[config.mk]
export PLATFORM = sky130hd
export DESIGN_NAME = multicycle_control
export DESIGN_NICKNAME = d
export VERILOG_FILES = /design/src/rtl/multicycle_control.sv
export SDC_FILE = /design/constraint.sdc
export NUM_CORES = 1
export LEC_CHECK = 0
export CORE_UTILIZATION = 45
export CTS_BUF_LIST = sky130_fd_sc_hd__clkbuf_2 sky130_fd_sc_hd__clkbuf_4 sky130_fd_sc_hd__clkbuf_8
export DETAILED_ROUTE_END_ITERATION = 8
export PLACE_DENSITY = 0.85
export SYNTH_ARGS = -nofsm -noshare
export SYNTH_HDL_FRONTEND = slang
export SYNTH_SLANG_ARGS = --single-unit
[constraint.sdc]
create_clock -name clk -period 2.8 [get_ports clk]
set_input_delay 0.42 -clock clk [delete_from_list [all_inputs] [get_ports clk]]
set_output_delay 0.42 -clock clk [all_outputs]
set_load 0.01 [all_outputs]
[src/rtl/multicycle_control.sv]
// -----------------------------------------------------------------------------
// multicycle_control
//
// Purpose: control FSM for a small multicycle datapath. One opcode is accepted
// while idle, decoded for one cycle, then sequenced through EXEC, MEM, WB or
// TRAP. All datapath controls are decoded combinationally from the current
// state and the latched opcode.
//
// Optional feature: define CTRL_MUL_EN to execute MUL (opcode 2) for MUL_LAT
// EXEC cycles using a 4-bit down-counter. Without it, MUL decodes as illegal,
// the counter does not exist, and alu_ctrl never takes the value 2.
//
// Ports:
//   clk          in   rising-edge clock
//   rst_n        in   asynchronous active-low reset
//   op           in   opcode, sampled only on accept
//   instr_valid  in   opcode offered
//   instr_ready  out  high only in IDLE
//   zero         in   ALU zero flag (BEQ only)
//   mem_ack      in   memory transfer done (MEM only)
//   alu_ctrl     out  0 add, 1 sub, 2 mul, 3 and, 4 or
//   pc_sel       out  0 PC+4, 1 branch, 2 jump, 3 EPC, 4 trap vector
//   pc_we        out  one-cycle PC update strobe
//   mem_read, mem_write, mem_byte, mem_reg, alu_src, reg_write, tlb_write,
//   illegal_op   out  datapath controls
//   dbg_state_o  out  current FSM state (debug visibility)
//
// Handshake: an instruction is accepted on a rising edge where instr_valid and
// instr_ready are both 1; op is latched then and ignored at every other time.
// -----------------------------------------------------------------------------
module multicycle_control #(
   parameter int OP_W    = 6,
   parameter int MUL_LAT = 3
) (
   input  logic            clk,
   input  logic            rst_n,
   input  logic [OP_W-1:0] op,
   input  logic            instr_valid,
   output logic            instr_ready,
   input  logic            zero,
   input  logic            mem_ack,
   output logic [3:0]      alu_ctrl,
   output logic [2:0]      pc_sel,
   output logic            pc_we,
   output logic            mem_read,
   output logic            mem_write,
   output logic            mem_byte,
   output logic            mem_reg,
   output logic            alu_src,
   output logic            reg_write,
   output logic            tlb_write,
   output logic            illegal_op,
   output logic [2:0]      dbg_state_o
);

   typedef enum logic [2:0] {
      S_IDLE   = 3'd0,
      S_DECODE = 3'd1,
      S_EXEC   = 3'd2,
      S_MEM    = 3'd3,
      S_WB     = 3'd4,
      S_TRAP   = 3'd5
   } state_t;

   localparam logic [OP_W-1:0] OP_ADD   = OP_W'(0);
   localparam logic [OP_W-1:0] OP_SUB   = OP_W'(1);
   localparam logic [OP_W-1:0] OP_MUL   = OP_W'(2);
   localparam logic [OP_W-1:0] OP_AND   = OP_W'(3);
   localparam logic [OP_W-1:0] OP_OR    = OP_W'(4);
   localparam logic [OP_W-1:0] OP_LBD   = OP_W'(10);
   localparam logic [OP_W-1:0] OP_LDW   = OP_W'(11);
   localparam logic [OP_W-1:0] OP_STB   = OP_W'(12);
   localparam logic [OP_W-1:0] OP_STW   = OP_W'(13);
   localparam logic [OP_W-1:0] OP_MOV   = OP_W'(14);
   localparam logic [OP_W-1:0] OP_BEQ   = OP_W'(30);
   localparam logic [OP_W-1:0] OP_JUMP  = OP_W'(31);
   localparam logic [OP_W-1:0] OP_TLBW  = OP_W'(32);
   localparam logic [OP_W-1:0] OP_IRET  = OP_W'(33);

   state_t          state_q, state_d;
   logic [OP_W-1:0] op_q, op_d;

   logic is_load;
   logic is_byte;

   assign is_load = (op_q == OP_LBD) || (op_q == OP_LDW);
   assign is_byte = (op_q == OP_LBD) || (op_q == OP_STB);

   assign dbg_state_o = state_q;

`ifdef CTRL_MUL_EN
   logic [3:0] cnt_q, cnt_d;

   always_ff @(posedge clk or negedge rst_n) begin
      if (!rst_n) begin
         cnt_q <= 4'd0;
      end else begin
         cnt_q <= cnt_d;
      end
   end
`endif

   always_ff @(posedge clk or negedge rst_n) begin
      if (!rst_n) begin
         state_q <= S_IDLE;
         op_q    <= '0;
      end else begin
         state_q <= state_d;
         op_q    <= op_d;
      end
   end

   always_comb begin
      state_d     = state_q;
      op_d        = op_q;
`ifdef CTRL_MUL_EN
      cnt_d       = cnt_q;
`endif
      instr_ready = 1'b0;
      alu_ctrl    = 4'd0;
      pc_sel      = 3'd0;
      pc_we       = 1'b0;
      mem_read    = 1'b0;
      mem_write   = 1'b0;
      mem_byte    = 1'b0;
      mem_reg     = 1'b0;
      alu_src     = 1'b0;
      reg_write   = 1'b0;
      tlb_write   = 1'b0;
      illegal_op  = 1'b0;

      case (state_q)
         S_IDLE: begin
            instr_ready = 1'b1;
            if (instr_valid) begin
               op_d    = op;
               state_d = S_DECODE;
            end
         end

         S_DECODE: begin
            case (op_q)
               OP_ADD, OP_SUB, OP_AND, OP_OR, OP_MOV,
               OP_BEQ, OP_JUMP, OP_TLBW, OP_IRET: state_d = S_EXEC;
`ifdef CTRL_MUL_EN
               OP_MUL: begin
                  state_d = S_EXEC;
                  cnt_d   = 4'(MUL_LAT);
               end
`endif
               OP_LBD, OP_LDW, OP_STB, OP_STW: state_d = S_MEM;
               default: state_d = S_TRAP;
            endcase
         end

         S_EXEC: begin
            case (op_q)
               OP_ADD: begin alu_ctrl = 4'd0; state_d = S_WB; end
               OP_SUB: begin alu_ctrl = 4'd1; state_d = S_WB; end
               OP_AND: begin alu_ctrl = 4'd3; state_d = S_WB; end
               OP_OR:  begin alu_ctrl = 4'd4; state_d = S_WB; end
`ifdef CTRL_MUL_EN
               OP_MUL: begin
                  // Counter was loaded with MUL_LAT in DECODE; leave on the
                  // cycle it reads 1 so EXEC lasts exactly MUL_LAT cycles.
                  alu_ctrl = 4'd2;
                  cnt_d    = cnt_q - 4'd1;
                  if (cnt_q <= 4'd1) state_d = S_WB;
               end
`endif
               OP_MOV: begin
                  alu_src  = 1'b1;
                  alu_ctrl = 4'd0;
                  state_d  = S_WB;
               end
               OP_BEQ: begin
                  alu_ctrl = 4'd1;
                  pc_we    = 1'b1;
                  pc_sel   = zero ? 3'd1 : 3'd0;
                  state_d  = S_IDLE;
               end
               OP_JUMP: begin
                  pc_we   = 1'b1;
                  pc_sel  = 3'd2;
                  state_d = S_IDLE;
               end
               OP_TLBW: begin
                  pc_we     = 1'b1;
                  pc_sel    = 3'd0;
                  tlb_write = 1'b1;
                  state_d   = S_IDLE;
               end
               OP_IRET: begin
                  pc_we   = 1'b1;
                  pc_sel  = 3'd3;
                  state_d = S_IDLE;
               end
               default: state_d = S_IDLE;
            endcase
         end

         S_MEM: begin
            // Request stays asserted until acknowledged; there is no timeout.
            mem_read  = is_load;
            mem_write = !is_load;
            mem_byte  = is_byte;
            if (mem_ack) begin
               if (is_load) begin
                  state_d = S_WB;
               end else begin
                  pc_we   = 1'b1;
                  pc_sel  = 3'd0;
                  state_d = S_IDLE;
               end
            end
         end

         S_WB: begin
            reg_write = 1'b1;
            pc_we     = 1'b1;
            pc_sel    = 3'd0;
            mem_reg   = is_load;
            state_d   = S_IDLE;
         end

         S_TRAP: begin
            illegal_op = 1'b1;
            pc_we      = 1'b1;
            pc_sel     = 3'd4;
            state_d    = S_IDLE;
         end

         default: state_d = S_IDLE;
      endcase
   end

endmodule

After elaboration in Yosys (flattened, before gate mapping). Memory sizes are Yosys's and may differ from the RTL's. Cells that the tools add are included.

Reductions and logical operators: 11. Muxes and demuxes: 25. Equality and inequality tests: 18.

Operators by type and width (count): equality test 6 x 4 -> 1 bit, second input constant (4); two-way mux 1 bit (15); two-way mux 3 bit (5); equality test 6 x 5 -> 1 bit, second input constant (2); equality test 6 bit, second input constant (2); one-hot mux 3 bit (4 select lines) (1); one-hot mux 3 bit (3 select lines) (1); equality test 3 x 2 -> 1 bit, second input constant (2); equality test 3 bit, second input constant (2); equality test 6 x 1 -> 1 bit, second input constant (1); equality test 6 x 2 -> 1 bit, second input constant (1); equality test 6 x 3 -> 1 bit, second input constant (1); zero test 6 bit (1); one-hot mux 2 bit (3 select lines) (1); one-hot mux 3 bit (2 select lines) (1); OR reduction 5 bit (1); inequality test 2 bit, second input constant (2); AND reduction 2 bit (2); OR reduction 2 bit (2); OR reduction 4 bit (1); equality test 3 x 1 -> 1 bit, second input constant (1); zero test 3 bit (1); one-hot mux 1 bit (3 select lines) (1); logical OR 1 bit (2); zero test 1 bit (1).

Bits in read-only memories: 192. Input bits: 11. Flip-flop bits (word level): 9. Memories kept: 1. Output and inout port bits: 20. Word-level logic and storage cells: 57.

Memory list: (name not given) (words 64, width 3, rd ports 1, clocked after Yosys merged registers in 0, write ports 0, line 142) `case (op_q)`.

Longest topological paths before layout. Gate-level depths: netlist of run 1.

Word-level depth: 5. Depth in mapped cells: 6. Mapped depth without buffers: 5.

Worst setup path before layout of run 1. OpenSTA, ideal clock, no wires.

Kind: register -> output. Start: reg op_q[4]. End: out pc_we. Cell stages (with the launch flop): 6. Arrival time: 1623 ps. Required time: 2380 ps. Buffers on the path: 0. Path slack: 757 ps. Cells stage by stage: dfrtp_1 or3b_1 or3b_4 nor2b_1 nand2_1 nand4b_1.

Word-level cells in the longest chain between the ends: 5. Elaborated cells on any way between the ends: 12. Classes of those cells: eq/ne (6); mux (4); reduce/logical (2).

RTL lines: start: declaration (line 81) `logic [OP_W-1:0] op_q, op_d;`; start signal: assignment (line 109) `op_q <= op_d;`; equality test 6 x 4 -> 1 bit (line 86) `assign is_load = (op_q == OP_LBD) || (op_q == OP_LDW);`; logical OR 1 bit (line 86); two-way mux 1 bit (line 208) `if (is_load) begin`; two-way mux 1 bit (line 207) `if (mem_ack) begin`; one-hot mux 1 bit (3 select lines) * (line 132) `case (state_q)`; end: declaration (line 44) `output logic pc_we,`.

Every way passes the cells marked *; elsewhere a longest branch is shown, timed or not.

Worst setup path after layout of run 1.
Start: reg op_q[4]. End: out mem_reg.

Word-level cells in the longest chain between the ends: 3. Elaborated cells on any way between the ends: 4. Classes of those cells: eq/ne (2); mux (1); reduce/logical (1).

RTL lines: equality test 6 x 4 -> 1 bit (line 86); logical OR 1 bit * (line 86); two-way mux 1 bit * (line 132); end: declaration (line 48) `output logic mem_reg,`.

Marks and branches as above.

==> flow_metrics.tcl, run 1 <==
set metrics [dict create \
    ys_seq_elements 9 \
    via_count 793 \
    cts_tree "built" \
    die_w_um 41.9 \
    worstPathRequired_ns 2.38 \
    slowest_delay_ns 0.56 \
    cts_root_buf "clkbuf_4" \
    layout.nets 133 \
    p_leak_nw 0.424 \
    seq_area_frac_synth 0.314 \
    critPathLaunchType "register" \
    synth_area_leaders "dfrtp_1, mux2_2, nand2_1" \
    io_buffers 29 \
    vdd_drop_max_mv 0.634 \
    clkPwrFrac 0.099 \
    routed_wl_mm 1.93 \
    die-area_um2 1760 \
    dp.cells 128 \
    final.setup.tns_ns 0 \
    diodes 0 \
    grt_setup_unrepaired "no" \
    synth_fp_nets 100 \
    hold_viol_final 0 \
    p_int_mw 0.560 \
    vias_per_cell 5.79 \
    cts_buffers 3 \
    cp-end-kind "output pin" \
    path_cells "or3b_1 > or3b_4 > nor3_1 > clkdlybuf4s50_1" \
    yosysTopAreaCell "dfrtp_1" \
    rrSetupSlack_ns 0.71 \
    drt_iter0_drc 18 \
    grt_pass1_wl_mm 2.86 \
    cts.hold.buffers_added 0 \
    pwr-share-comb 0.560 \
    pin_count 31 \
    area_growth_syn_to_layout_pct 50.4 \
    overflow 0 \
    post_drt_wl_per_cell_um 14.1 \
    antenna_found_initial 0 \
    clock-sinks 9 \
    total_power_mw 1.01 \
    dr.pass1.iters 4 \
    final.setup_skew_ns 0.00242 \
    slowest_stage "clkdlybuf4s50_1" \
    yosysUniqueCellTypes 34 \
    drc 0 \
    drive_above_1_share 0.207 \
    fin_crit_sh 0.963 \
    grt_pass1_vias 685 \
    crit_arrival_ns 2.28 \
    status "finished, final reports clean" \
    cts_buffer_depth 2 \
    switching_share 0.444 \
    holdCritPathClass "input pin to async pin" \
    post-route-min-period_ns 2.70 \
    initial_core_util 0.482 \
    power_frac_seq 0.341 \
    die-height_um 41.9 \
    syn_area_per_cell_um2 8.06 \
    core_area_um2 1490 \
    gp_congestion 0.776 \
    grtUsageTotal 0.209 \
    insertion_delay_ns 0.26 \
    syn-instance-count 89 \
    path_clk_slew_ns 0.06 \
    synth_top_area_frac 0.314 \
    final-setup-viol-count 0 \
    power.density_nw_per_um2 933 \
    slew_viol_final 0 \
    cap_violations 0 \
    crit_type "register to output pin" \
    htreeDepth 1 \
    fin_cells 137 \
    fmax_mhz 371 \
    power_switching_mw 0.447 \
    cp_max_fo 7 \
    placementRows 14 \
    antenna_left 0 \
    synthesis.area_um2 717 \
    hpwl_mm 1.33 \
    grt_start_max_net_pins 13 \
    ys_warn_count 0 \
]
==> cell usage after synthesis <==
master     instances
and3_2             1
and3b_1            1
o21ai_0            4
a21oi_1            4
a2111oi_0          2
a21o_1             2
nor3b_1            1
or3b_1             2
nand2_1           11
buf_2              1
nor2_1             9
o2111ai_1          1
nor2b_2            1
or4_1              1
xnor2_1            1
nor4_1             4
nand3_1            1
inv_1              4
and2_1             1
or2_0              1
buf_6              2
nor2_4             1
nand2b_1           1
or3b_4             1
and3_1             1
mux2_2             4
nand4b_1           1
nor2b_1            3
a2111oi_1          2
clkbuf_1           2
dfrtp_1            9
buf_4              2
nor3_1             6
conb_1             1
==> state kept, by name (all words and copies together), names as in the netlist <==
name         flops
op_q             6
dbg_state_o      3
==> worst max-delay path: cells and delay by family, from the launching register on <==
| kind | cells | cell delay, ns |
|---|---|---|
| DFF | 1 | 0.45 |
| buffers and inverters | 1 | 0.56 |
| and+or+nand+nor | 3 | 1.00 |
==> per-layer routing <==
layer	vias up	GRT usage	part of all wire
li1	379	-	-
met1	377	0.281	0.44
met2	31	0.322	0.50
met3	6	0.0261	0.045
met4	0	0.123	0.020
met5	-	0	0
==> timing repair <==
action | 4_1_cts | 5_1_grt
setup endpoints to repair | 1 | 5
pin swaps | 0 | 0
resized for setup | 1 | 7
buffers inserted | 0 | 5
hold endpoints to repair | 0 | 0
==> through the flow <==
stage | hold slack (ns) | setup WS, ns | instance area (um^2) | util
2_1_floorplan | 0.124 | 0.757 | 717 | -
3_3_place_gp | 0.570 | 0.295 | 985 | 0.661
3_5_place_dp | 0.579 | 0.273 | 985 | 0.661
4_1_cts | 0.452 | 0.00390 | 1010 | 0.681
5_1_grt | 0.470 | 0.00879 | 1080 | 0.724
6_report | 0.451 | 0.103 | 1080 | 0.724
==> cell usage in the layout (no fill, tap or decap), drive strengths merged, types with 2 or more instances in the layout <==
cell type and count:
inv 4, nor4 4, nor2b 4, a21oi 4, mux2 4, and3 2
or3b 3, clkbuf 3, nor2 10, nor3 6, a2111oi 4, a21o 2
nand2 11, o21ai 4, clkdlybuf4s50 28, dfrtp 9, buf 6
==> path summary, 6_finish.rpt <==
kind / cells past startpoint / to / startpoint
min in group clk: 1 / dbg_state_o[0] / dbg_state_o[2]
setup reg to reg: 5 / dbg_state_o[2] / op_q[1]
setup / recovery: 4 / mem_reg / op_q[4]
hold reg to reg: 1 / dbg_state_o[0] / dbg_state_o[2]
max in group asynchronous: 1 / op_q[5] / rst_n
hold / removal: 1 / dbg_state_o[1] / rst_n
==> area by class of cell <==
| type | instances | area, um^2 |
|---|---|---|
| multi-input cells | 69 | 449 |
| fillers | 112 | 410 |
| repair buffers | 35 | 338 |
| flip-flops and latches | 9 | 229 |
| clock buffers | 3 | 22.5 |
| well taps | 16 | 20.0 |
| inverters | 4 | 15.0 |
| clock inverters | 1 | 5.00 |
==> cell families (layout without fill, tap and decap cells) <==
kind of cell              count (synthesis)  count (layout)  synth area share
muxes                                     4               4            0.0628
and+or+nand+nor                          48              48             0.374
AOI/OAI and AO/OA                        15              15             0.141
DFF                                       9               9             0.314
buffers and inverters                    11              43            0.0907
other                                     1               1           0.00523
xor gates and xnor gates                  1               1            0.0122
==> power by group through the flow <==
stage,combinational [mW],clock [mW],sequential (mW)
6_report,0.564,0.0994,0.343
2_1_floorplan,0.386,0,0.268
3_3_place_gp,0.479,0,0.316
5_1_grt,0.614,0.109,0.354
3_5_place_dp,0.488,0,0.326
4_1_cts,0.493,0.104,0.325
(Power assumes the default switching activity.)
==> run 2, diff against run 1 <==
Settings changed: REMOVE_ABC_BUFFERS from default to 1.
==> flow_metrics.tcl, run 2 (synthesis gave the netlist of run 1 again) <==
set metrics [dict create \
    crit_arrival_ns 2.22 \
    fin_cells 134 \
    htreeDepth 1 \
    cp_max_fo 11 \
    p_leak_nw 0.429 \
    power.density_nw_per_um2 910 \
    placementRows 14 \
    area_growth_syn_to_layout_pct 48.0 \
    cts_tree "built" \
    die-area_um2 1760 \
    die-height_um 41.9 \
    grt_start_max_net_pins 12 \
    worstPathRequired_ns 2.38 \
    via_count 745 \
    post-route-util 0.713 \
    insertion_delay_ns 0.25 \
    final.setup.tns_ns 0 \
    holdCritPathClass "input pin to async pin" \
    post-cts-setup-buffers 0 \
    mostFrequentLayoutCells "clkdlybuf4s50_1, nand2_1, nor2_1" \
    grt_use_met3 0.0261 \
    fill_cells 125 \
    stdcell_area_um2 1060 \
    dr.pass1.iters 6 \
    cts_root_buf "clkbuf_4" \
    dp.cells 130 \
    fmax_mhz 379 \
    grt-busiest-layer "met2" \
    pre_cts_slack_ns 0.268 \
    layout.nets 130 \
    io_buffers 29 \
    routed_wl_mm 1.76 \
    post-route-min-period_ns 2.64 \
    gp_congestion 0.858 \
    clock-sinks 9 \
    grtUsageTotal 0.226 \
    met1_usage 0.289 \
    worst_pin_slew_ns 0.503 \
    met2_usage 0.384 \
    antenna_left 0 \
    cts_buffer_depth 2 \
    final_common_cell "clkdlybuf4s50_1" \
    diodes 0 \
    fin_crit_sh 0.942 \
    antenna_found_initial 0 \
    post_drt_wl_per_cell_um 13.1 \
    hold_viol_final 0 \
    core_area_um2 1490 \
    slew_viol_final 0 \
    grt_pass1_vias 713 \
    cap_violations 0 \
    placed_cell_area_um2 1000 \
    cts.hold.buffers_added 0 \
    slew_headroom 0.664 \
    vdd_drop_max_mv 0.614 \
    fin_ws_ns 0.162 \
    final-setup-viol-count 0 \
    critPathLaunchType "register" \
    status "finished with violations" \
    violations "DRC" \
    initial_core_util 0.482 \
    die_w_um 41.9 \
    overflow 0 \
    cp-end-kind "output pin" \
    hpwl_mm 1.45 \
    drt_iter0_drc 10 \
    cts_resized 2 \
    pin_count 31 \
    cts_buffers 3 \
    final.setup_skew_ns 0.00439 \
    path_clk_slew_ns 0.06 \
    regMostFlops "op_q" \
    grt_pass1_wl_mm 3.04 \
    grt_setup_unrepaired "no" \
    drive_above_1_share 0.186 \
    vias_per_cell 5.56 \
    crit_type "register to output pin" \
    largest_register_ffs 6 \
    drc 1 \
]
run 2: cell types whose count changed in the layout (fill, tap and decap cells not counted), sizes merged:
cell / delta
dlymetal6s2s: +1
clkinv: -1
buf: -3
clkdlybuf4s50: -1
clkbuf: +1
run 2: worst paths after layout:
check | startpoint | endpoint | slack, ns | cells past startpoint
max | dbg_state_o[0] | alu_ctrl[1] | 0.16 | 4
min | rst_n | dbg_state_o[2] | 0.46 | 1
max reg2reg | op_q[1] | dbg_state_o[2] | 0.70 | 6
min reg2reg | dbg_state_o[2] | dbg_state_o[0] | 0.61 | 1
max in group asynchronous | rst_n | op_q[3] | 2.03 | 1
min in group clk | dbg_state_o[2] | dbg_state_o[0] | 0.61 | 1
run 2: power by group:
group	total, mW	internal [mW]	switching (mW)
combinational	0.551	0.285	0.266
sequential	0.311	0.198	0.113
clock	0.103	0.0642	0.0386
total	0.965	0.548	0.418
run 2: layout make-up:
cell class	instances	area, um^2	area share
inverters	4	15.0	0.0142
multi-input cells	69	449	0.423
well taps	16	20.0	0.0189
repair buffers	32	318	0.300
clock buffers	4	30.0	0.0283
flip-flops and latches	9	229	0.216
run 2: worst max-delay path, stage by stage, from the launching register on:
cell	delay, ns
dfrtp_1	0.49
or3b_1	0.47
nor4_2	0.26
and3_2	0.23
clkdlybuf4s50_1	0.52
run 2: per-stage QoR:
step	total power, mW	hold slack, ns
global placement	0.818	0.574
floorplan	0.603	0.124
global route	1.04	0.485
detailed placement	0.837	0.580
CTS	0.954	0.463
finish	0.965	0.462
run 2: layer usage:
layer,vias to the layer above,part of all wire
li1,374,-
met1,343,0.44
met2,26,0.52
met3,2,0.040
met4,0,0.0045
met5,-,0
